**config.mk**
```make
export PLATFORM = sky130hd
export DESIGN_NAME = noc_local_injector_flat
export DESIGN_NICKNAME = d
export VERILOG_FILES = /design/src/rtl/noc_local_injector_pkg.sv /design/src/rtl/noc_flit_interface.sv /design/src/rtl/noc_flit_out_reg.sv /design/src/rtl/noc_local_injector.sv /design/src/flat_wrapper.sv
export SDC_FILE = /design/constraint.sdc
export NUM_CORES = 1
export LEC_CHECK = 0
export ABC_AREA = 1
export CORE_ASPECT_RATIO = 0.7
export CORE_MARGIN = 1
export CORE_UTILIZATION = 45
export DETAILED_ROUTE_END_ITERATION = 12
export PLACE_DENSITY = 0.85
export SLEW_MARGIN = 10
export SYNTH_ARGS = -nofsm -noshare
export SYNTH_HDL_FRONTEND = slang
export SYNTH_SLANG_ARGS = --single-unit
```
**constraint.sdc**
```tcl
create_clock -name noc_clk -period 2.3 [get_ports noc_clk]
set_input_delay 0.46 -clock noc_clk [delete_from_list [all_inputs] [get_ports noc_clk]]
set_output_delay 0.46 -clock noc_clk [all_outputs]
set_load 0.05 [all_outputs]
```
**src/rtl/noc_local_injector_pkg.sv**
```systemverilog
// Shared NoC definitions for the local injector: node id widths, flit type
// encoding and the HEAD flit payload layout.
package noc_local_injector_pkg;

  localparam int Noc_ID_X_Width = 4;
  localparam int Noc_ID_Y_Width = 4;
  localparam int NOC_LEN_W      = 4;
  localparam int FLIT_TYPE_W    = 2;

  typedef enum logic [FLIT_TYPE_W-1:0] {
    FLIT_BODY     = 2'b00,
    FLIT_HEAD     = 2'b01,
    FLIT_TAIL     = 2'b10,
    FLIT_HEADTAIL = 2'b11
  } flit_type_e;

  // HEAD payload, zero-extended on the MSB side up to the flit data width.
  typedef struct packed {
    logic [Noc_ID_X_Width-1:0] dst_x;
    logic [Noc_ID_Y_Width-1:0] dst_y;
    logic [Noc_ID_X_Width-1:0] src_x;
    logic [Noc_ID_Y_Width-1:0] src_y;
    logic [NOC_LEN_W-1:0]      len;
  } head_payload_t;

  localparam int HEAD_PAYLOAD_W = $bits(head_payload_t);

  // TAIL and HEADTAIL both close a packet; they share the type MSB.
  function automatic logic is_last(input flit_type_e t);
    return t[FLIT_TYPE_W-1];
  endfunction

endpackage

```
**src/rtl/noc_flit_interface.sv**
```systemverilog
// Flit link between a sender and a router input port. flit is a one-entry
// packed array so the link can later be widened to several flits per cycle.
interface Noc_flit_interface #(
  parameter int VC_NUM = 2,
  parameter int FLIT_W = 35
);
  logic                         valid;
  logic                         ready;
  logic [0:0][FLIT_W-1:0]       flit;
  logic [VC_NUM-1:0]            vc_ready;

  modport sender  (output valid, output flit, input  ready, input  vc_ready);
  modport receiver(input  valid, input  flit, output ready, output vc_ready);
endinterface

```
**src/rtl/noc_flit_out_reg.sv**
```systemverilog
// One-entry valid/ready output register. A held flit stays stable until the
// receiver takes it; a new flit may be loaded when empty or draining.
module noc_flit_out_reg #(
  parameter int W = 35
) (
  input  logic         clk,
  input  logic         rst_n,
  input  logic         load,
  input  logic [W-1:0] din,
  input  logic         ready,
  output logic         valid,
  output logic [W-1:0] dout,
  output logic         can_load
);

  assign can_load = !valid || ready;

  // Load wins over drain so back-to-back flits leave without a bubble.
  always_ff @(posedge clk or negedge rst_n) begin
    if (!rst_n) begin
      valid <= 1'b0;
      dout  <= '0;
    end else if (load) begin
      valid <= 1'b1;
      dout  <= din;
    end else if (ready) begin
      valid <= 1'b0;
    end
  end

endmodule

```
**src/rtl/noc_local_injector.sv**
```systemverilog
// Tile-side packetizer: turns a descriptor plus payload words into
// HEAD/BODY/TAIL flits on one VC held for the whole packet.
// Optional statistics counters: define NOC_INJ_STATS_EN.
module noc_local_injector
  import noc_local_injector_pkg::*;
#(
  parameter int VC_NUM = 2,
  parameter int DATA_W = 32,
  parameter int LEN_W  = NOC_LEN_W,
  localparam int VC_W   = $clog2(VC_NUM),
  localparam int FLIT_W = FLIT_TYPE_W + VC_W + DATA_W
) (
  input  logic                      noc_clk,
  input  logic                      noc_rst_n,
  input  logic [Noc_ID_X_Width-1:0] src_x,
  input  logic [Noc_ID_Y_Width-1:0] src_y,
  input  logic                      desc_valid,
  output logic                      desc_ready,
  input  logic [Noc_ID_X_Width-1:0] desc_dst_x,
  input  logic [Noc_ID_Y_Width-1:0] desc_dst_y,
  input  logic [LEN_W-1:0]          desc_len,
  input  logic                      data_valid,
  output logic                      data_ready,
  input  logic [DATA_W-1:0]         data,
  Noc_flit_interface.sender         noc_sender_if
`ifdef NOC_INJ_STATS_EN
  ,
  output logic [31:0]               stat_pkt_cnt,
  output logic [31:0]               stat_flit_cnt
`endif
);

  typedef enum logic {ST_IDLE, ST_BODY} state_e;

  state_e            state_q, state_d;
  logic [VC_W-1:0]   vc_q, vc_d, vc_pick, flit_vc;
  logic [LEN_W-1:0]  rem_q, rem_d;
  logic              run_q;
  logic              can_load, load;
  logic              out_valid;
  logic [FLIT_W-1:0] out_flit, flit_d;
  logic [DATA_W-1:0] payload;
  flit_type_e        ftype;
  logic [VC_NUM-1:0] vc_ready;

  assign vc_ready = noc_sender_if.vc_ready;

  // Lowest-index ready VC; the loop runs downward so the lowest hit wins.
  always_comb begin
    vc_pick = '0;
    for (int i = VC_NUM - 1; i >= 0; i--)
      if (vc_ready[i]) vc_pick = VC_W'(i);
  end

  // Packet FSM: descriptor accept in IDLE, one payload word per flit in BODY.
  always_comb begin
    state_d    = state_q;
    vc_d       = vc_q;
    rem_d      = rem_q;
    desc_ready = 1'b0;
    data_ready = 1'b0;
    load       = 1'b0;
    ftype      = FLIT_BODY;
    flit_vc    = vc_q;
    payload    = '0;
    case (state_q)
      ST_IDLE: begin
        // run_q keeps desc_ready low through reset and its first cycle out.
        desc_ready = run_q && can_load && (|vc_ready);
        flit_vc    = vc_pick;
        payload    = DATA_W'({desc_dst_x, desc_dst_y, src_x, src_y, desc_len});
        ftype      = (desc_len == '0) ? FLIT_HEADTAIL : FLIT_HEAD;
        if (desc_valid && desc_ready) begin
          load  = 1'b1;
          vc_d  = vc_pick;
          rem_d = desc_len;
          if (desc_len != '0) state_d = ST_BODY;
        end
      end
      ST_BODY: begin
        // Only the VC owned by this packet gates progress.
        data_ready = can_load && vc_ready[vc_q];
        payload    = data;
        ftype      = (rem_q == LEN_W'(1)) ? FLIT_TAIL : FLIT_BODY;
        if (data_valid && data_ready) begin
          load  = 1'b1;
          rem_d = rem_q - LEN_W'(1);
          if (rem_q == LEN_W'(1)) state_d = ST_IDLE;
        end
      end
      default: state_d = ST_IDLE;
    endcase
  end

  assign flit_d = {ftype, flit_vc, payload};

  // FSM state, owned VC and remaining body count.
  always_ff @(posedge noc_clk or negedge noc_rst_n) begin
    if (!noc_rst_n) begin
      state_q <= ST_IDLE;
      vc_q    <= '0;
      rem_q   <= '0;
      run_q   <= 1'b0;
    end else begin
      state_q <= state_d;
      vc_q    <= vc_d;
      rem_q   <= rem_d;
      run_q   <= 1'b1;
    end
  end

  noc_flit_out_reg #(.W(FLIT_W)) u_out (
    .clk      (noc_clk),
    .rst_n    (noc_rst_n),
    .load     (load),
    .din      (flit_d),
    .ready    (noc_sender_if.ready),
    .valid    (out_valid),
    .dout     (out_flit),
    .can_load (can_load)
  );

  assign noc_sender_if.valid   = out_valid;
  assign noc_sender_if.flit[0] = out_flit;

`ifdef NOC_INJ_STATS_EN
  logic       out_hs;
  flit_type_e out_type;

  assign out_hs   = out_valid && noc_sender_if.ready;
  assign out_type = flit_type_e'(out_flit[FLIT_W-1 -: FLIT_TYPE_W]);

  // Free-running counters of delivered flits and completed packets.
  always_ff @(posedge noc_clk or negedge noc_rst_n) begin
    if (!noc_rst_n) begin
      stat_pkt_cnt  <= '0;
      stat_flit_cnt <= '0;
    end else if (out_hs) begin
      stat_flit_cnt <= stat_flit_cnt + 32'd1;
      if (is_last(out_type)) stat_pkt_cnt <= stat_pkt_cnt + 32'd1;
    end
  end
`endif

endmodule

```
**src/flat_wrapper.sv**
```systemverilog
// flat-port wrapper written by rule: the top's interface ports become plain ports
module noc_local_injector_flat import noc_local_injector_pkg::*;
#(
  parameter int VC_NUM = 2,
  parameter int DATA_W = 32,
  parameter int LEN_W  = NOC_LEN_W,
  localparam int VC_W   = $clog2(VC_NUM),
  localparam int FLIT_W = FLIT_TYPE_W + VC_W + DATA_W
)
  (noc_clk, noc_rst_n, src_x, src_y, desc_valid, desc_ready, desc_dst_x, desc_dst_y, desc_len, data_valid, data_ready, data, noc_sender_if_valid, noc_sender_if_flit, noc_sender_if_ready, noc_sender_if_vc_ready);
  Noc_flit_interface #(.VC_NUM(VC_NUM), .FLIT_W((2 + 1 + DATA_W))) noc_sender_if_i ();
  input  logic noc_clk;
  input  logic noc_rst_n;
  input  logic [Noc_ID_X_Width-1:0] src_x;
  input  logic [Noc_ID_Y_Width-1:0] src_y;
  input  logic desc_valid;
  output logic desc_ready;
  input  logic [Noc_ID_X_Width-1:0] desc_dst_x;
  input  logic [Noc_ID_Y_Width-1:0] desc_dst_y;
  input  logic [LEN_W-1:0] desc_len;
  input  logic data_valid;
  output logic data_ready;
  input  logic [DATA_W-1:0] data;
  output wire logic [$bits(noc_sender_if_i.valid)-1:0] noc_sender_if_valid;
  output wire logic [$bits(noc_sender_if_i.flit)-1:0] noc_sender_if_flit;
  input wire logic [$bits(noc_sender_if_i.ready)-1:0] noc_sender_if_ready;
  input wire logic [$bits(noc_sender_if_i.vc_ready)-1:0] noc_sender_if_vc_ready;
  assign noc_sender_if_valid = noc_sender_if_i.valid;
  assign noc_sender_if_flit = noc_sender_if_i.flit;
  assign noc_sender_if_i.ready = noc_sender_if_ready;
  assign noc_sender_if_i.vc_ready = noc_sender_if_vc_ready;
  noc_local_injector #(.VC_NUM(VC_NUM), .DATA_W(DATA_W), .LEN_W(LEN_W)) u_core (.noc_clk(noc_clk), .noc_rst_n(noc_rst_n), .src_x(src_x), .src_y(src_y), .desc_valid(desc_valid), .desc_ready(desc_ready), .desc_dst_x(desc_dst_x), .desc_dst_y(desc_dst_y), .desc_len(desc_len), .data_valid(data_valid), .data_ready(data_ready), .data(data), .noc_sender_if(noc_sender_if_i));
endmodule
```
==> metrics <==
row cnt=21; post-DP HPWL=about 4.4 mm; main combinational cell family by area after synthesis=simple AND/OR/NAND/NOR gates; nets@finish=463; fin crit share=0.8918; element type at the critical path end=output port; global-route wire length before repair=about 9.5 mm; Hold Fails Final Rpt=0; Max FO, Critical Path=5; Worst Hold Class=in -> async; setup bufs post-CTS=0; drt initial violations=140; DR pass1 iterations=4; Setup TNS Final=0 ns; P_sw=around 2.4 mW; CP max-delay cell=clkdlybuf4s50_1; wire length per cell=13.14 microns; Clock Power Share=0.120; Simple-Gate Fraction of Synth Area=0.4079; Tightest Pin Transition=around 0.62 ns; TritonCTS clock tree=built; I/O Buffers=96; layout cell share with drive strength beyond 1=0.05473; Cell Int Power=~2.4 mW; Max Cap Viol=0; Resize count post-CTS=0; n_diodes=0; die height=60.98 microns; Critical Path Start Type=primary input; Mapped Avg Cell Area=about 7.2 sq um; Buffers & Inverters on Critical Path=3; maximum clock path buffer count=2; Post-Layout Cell Count=471; Yosys top cell by area=dfrtp_1; CP required=1.84 ns; complex-gate fraction of the synthesized area=0.01567; Leak=around 1.8 nW; GRT Overall Usage=0.2372; #FFs+latches synth=43; yosys warns=0; placed insts=between 400 and 500; Post-synth top cells=nand2_1, nand3_1, dfrtp_1, inv_1, clkbuf_1; Max Freq=487.5 MHz; combinational share of power=0.610; Initial Utilization=0.4676; most frequent cell after synthesis=nand2_1; top_reg_cell synth=dfrtp_1; XOR/XNOR share of the synthesized area=0.003917; Post-DRT Antenna Nets=0; Netlist Area Pre-Place=~2200 sq um; clk_skew=between 0.008 and 0.009 ns; WP depth=6; sequential share of power=0.270; Synth async-reset ratio=1.000; clk_lat worst skew=about 0.3 ns; share of the synthesized area in the top cell type=0.4813; via count=about 2400; Cells after Synth=a little over 300; Final setup viols=0; most used cell, CP=nand2_1; family with the most delay on the worst path=buffers and inverters; I/O pin count=97; mux contribution to synthesized area=0; largest net degree at the start of global routing=37; crit path time final=between 2 and 2.5 ns; relative slew slack=0.5885; root buf cell=clkbuf_8; CTS buffer count=5; Synth cell types=21; vias in the first global route=~2100; Die ar.=approximately 5300 sq um; DRC viols=0; Mapped Nets=about 370; final WL=~6.2 mm; Core Region=~4800 sq um; crit-path cells=clkdlybuf4s50_1 -> inv_1 -> nand2_1 -> nand2_1 -> nor2_1 -> buf_12; Slew Limit Fails=0; worst path arrival time=approximately 1.6 ns; switch share=0.4994; worst IR drop on VDD=768.4 uV; status=complete, no violations; register area share after synthesis=0.4813; Post-Synth Adder-Cell Area=0.01119; number of flops mapped to enable cells by yosys=0; critical path class=in -> out; Syn-to-layout area delta=50.70%; antenna violations before repair=0; cts hold-fix bufs=0; RSZ-0062 raised after global routing=false; CTS Sinks=43; worst slack at placement=between 0.2 and 0.25 ns; Reg2Reg Depth=6; final setup margin=between 0.2 and 0.25 ns; critical path's largest stage delay=between 0.4 and 0.5 ns; Synth area leaders=dfrtp_1, nand2_1, nand3_1; gr ovfl total=0; die span in x=around 86 microns; gpl congestion=about 0.78; Cell Pwr Density=approximately 1400 nW/um^2; drt via density=about 5; Clk pin slew, worst setup/hold paths=approximately 0.08 ns; CTS H-tree lvls=2
## flip-flops by register name, summed over array words and instances (netlist names)
name	cells
u_core.u_out.dout	35
u_core.rem_q	4
u_core.run_q	1
u_core.state_q	1
u_core.u_out.valid	1
u_core.vc_q	1
## worst register-to-register path, stage by stage (launching register included)
cell,delay [ns]
dfrtp_1,0.39
buf_4,0.38
nand4_1,0.23
nand2_2,0.23
buf_12,0.21
nand2_1,0.08
nand2_1,0.06
## through the flow
stage	utilization	power, mW	hold slack (ns)	area [sq um]
after CTS	0.7046	4.745	0.1794	3369
after global placement	0.6832	4.097	0.4572	3267
after global routing	0.7046	5.016	0.1961	3369
after floorplan	-	3.210	0.1644	2241
after detailed placement	0.6832	4.176	0.4597	3267
final	0.7046	4.735	0.1651	3369
## final timing paths
check                                                        from                                end  slack, ns
worst min register to register  u_core.u_out.dout[33]$_DFFE_PN0P_  u_core.u_out.dout[33]$_DFFE_PN0P_       0.48
worst max register to register           u_core.state_q$_DFF_PN0_        u_core.rem_q[3]$_DFFE_PN0P_       0.64
min in group noc_clk            u_core.u_out.dout[33]$_DFFE_PN0P_  u_core.u_out.dout[33]$_DFFE_PN0P_       0.48
worst max-delay path                          noc_sender_if_ready                         data_ready       0.25
max in group asynchronous                               noc_rst_n   u_core.u_out.dout[3]$_DFFE_PN0P_       1.47
worst min-delay path                                    noc_rst_n  u_core.u_out.dout[16]$_DFFE_PN0P_       0.17
## power groups by stage
stage	Clock, mW	Sequential (mW)	Combinational [mW]
2_1_floorplan	0	2.20	1.01
3_3_place_gp	0	1.27	2.82
3_5_place_dp	0	1.29	2.89
4_1_cts	0.570	1.28	2.90
5_1_grt	0.601	1.31	3.10
6_report	0.569	1.28	2.89
## cells by family (layout without fill, tap and decap cells)
| kind of cell | Yosys count | in the layout |
|---|---|---|
| fa+ha+maj | 2 | 2 |
| xor+xnor | 1 | 1 |
| buf+inv | 37 | 129 |
| flops | 43 | 43 |
| simple gates | 219 | 219 |
| compound gates | 7 | 7 |
| other cells | 1 | 1 |
## placed cells by master, fill, tap and decap left out, drive strengths merged, types with 2 or more instances in the layout
cell type	netlist	final
inv	19	19
o21ai	6	6
clkdlybuf4s50	0	93
buf	8	10
nand2	162	162
dfrtp	43	43
ha	2	2
nor2	9	9
nand3	45	45
clkbuf	10	6
## layer usage
metal / vias to the layer above / GRT usage / wire length [microns]
met5: - / 0 / 0
met4: 0 / 0.1071 / 147
met3: 16 / 0.07075 / 552
met2: 99 / 0.3832 / 2662
met1: 1098 / 0.3017 / 2825
li1: 1137 / - / -
## cell type report
type | count | area (sq um)
clock buffer | 6 | 72.57
timing repair buffer | 103 | 1041
tap | 69 | 86.33
inverter | 19 | 73.82
clock inverter | 1 | 30.03
fill | 385 | 1413
sequential | 43 | 1076
multi-input combinational | 230 | 989.7
Note: power is estimated with default switching activity, not from simulation.
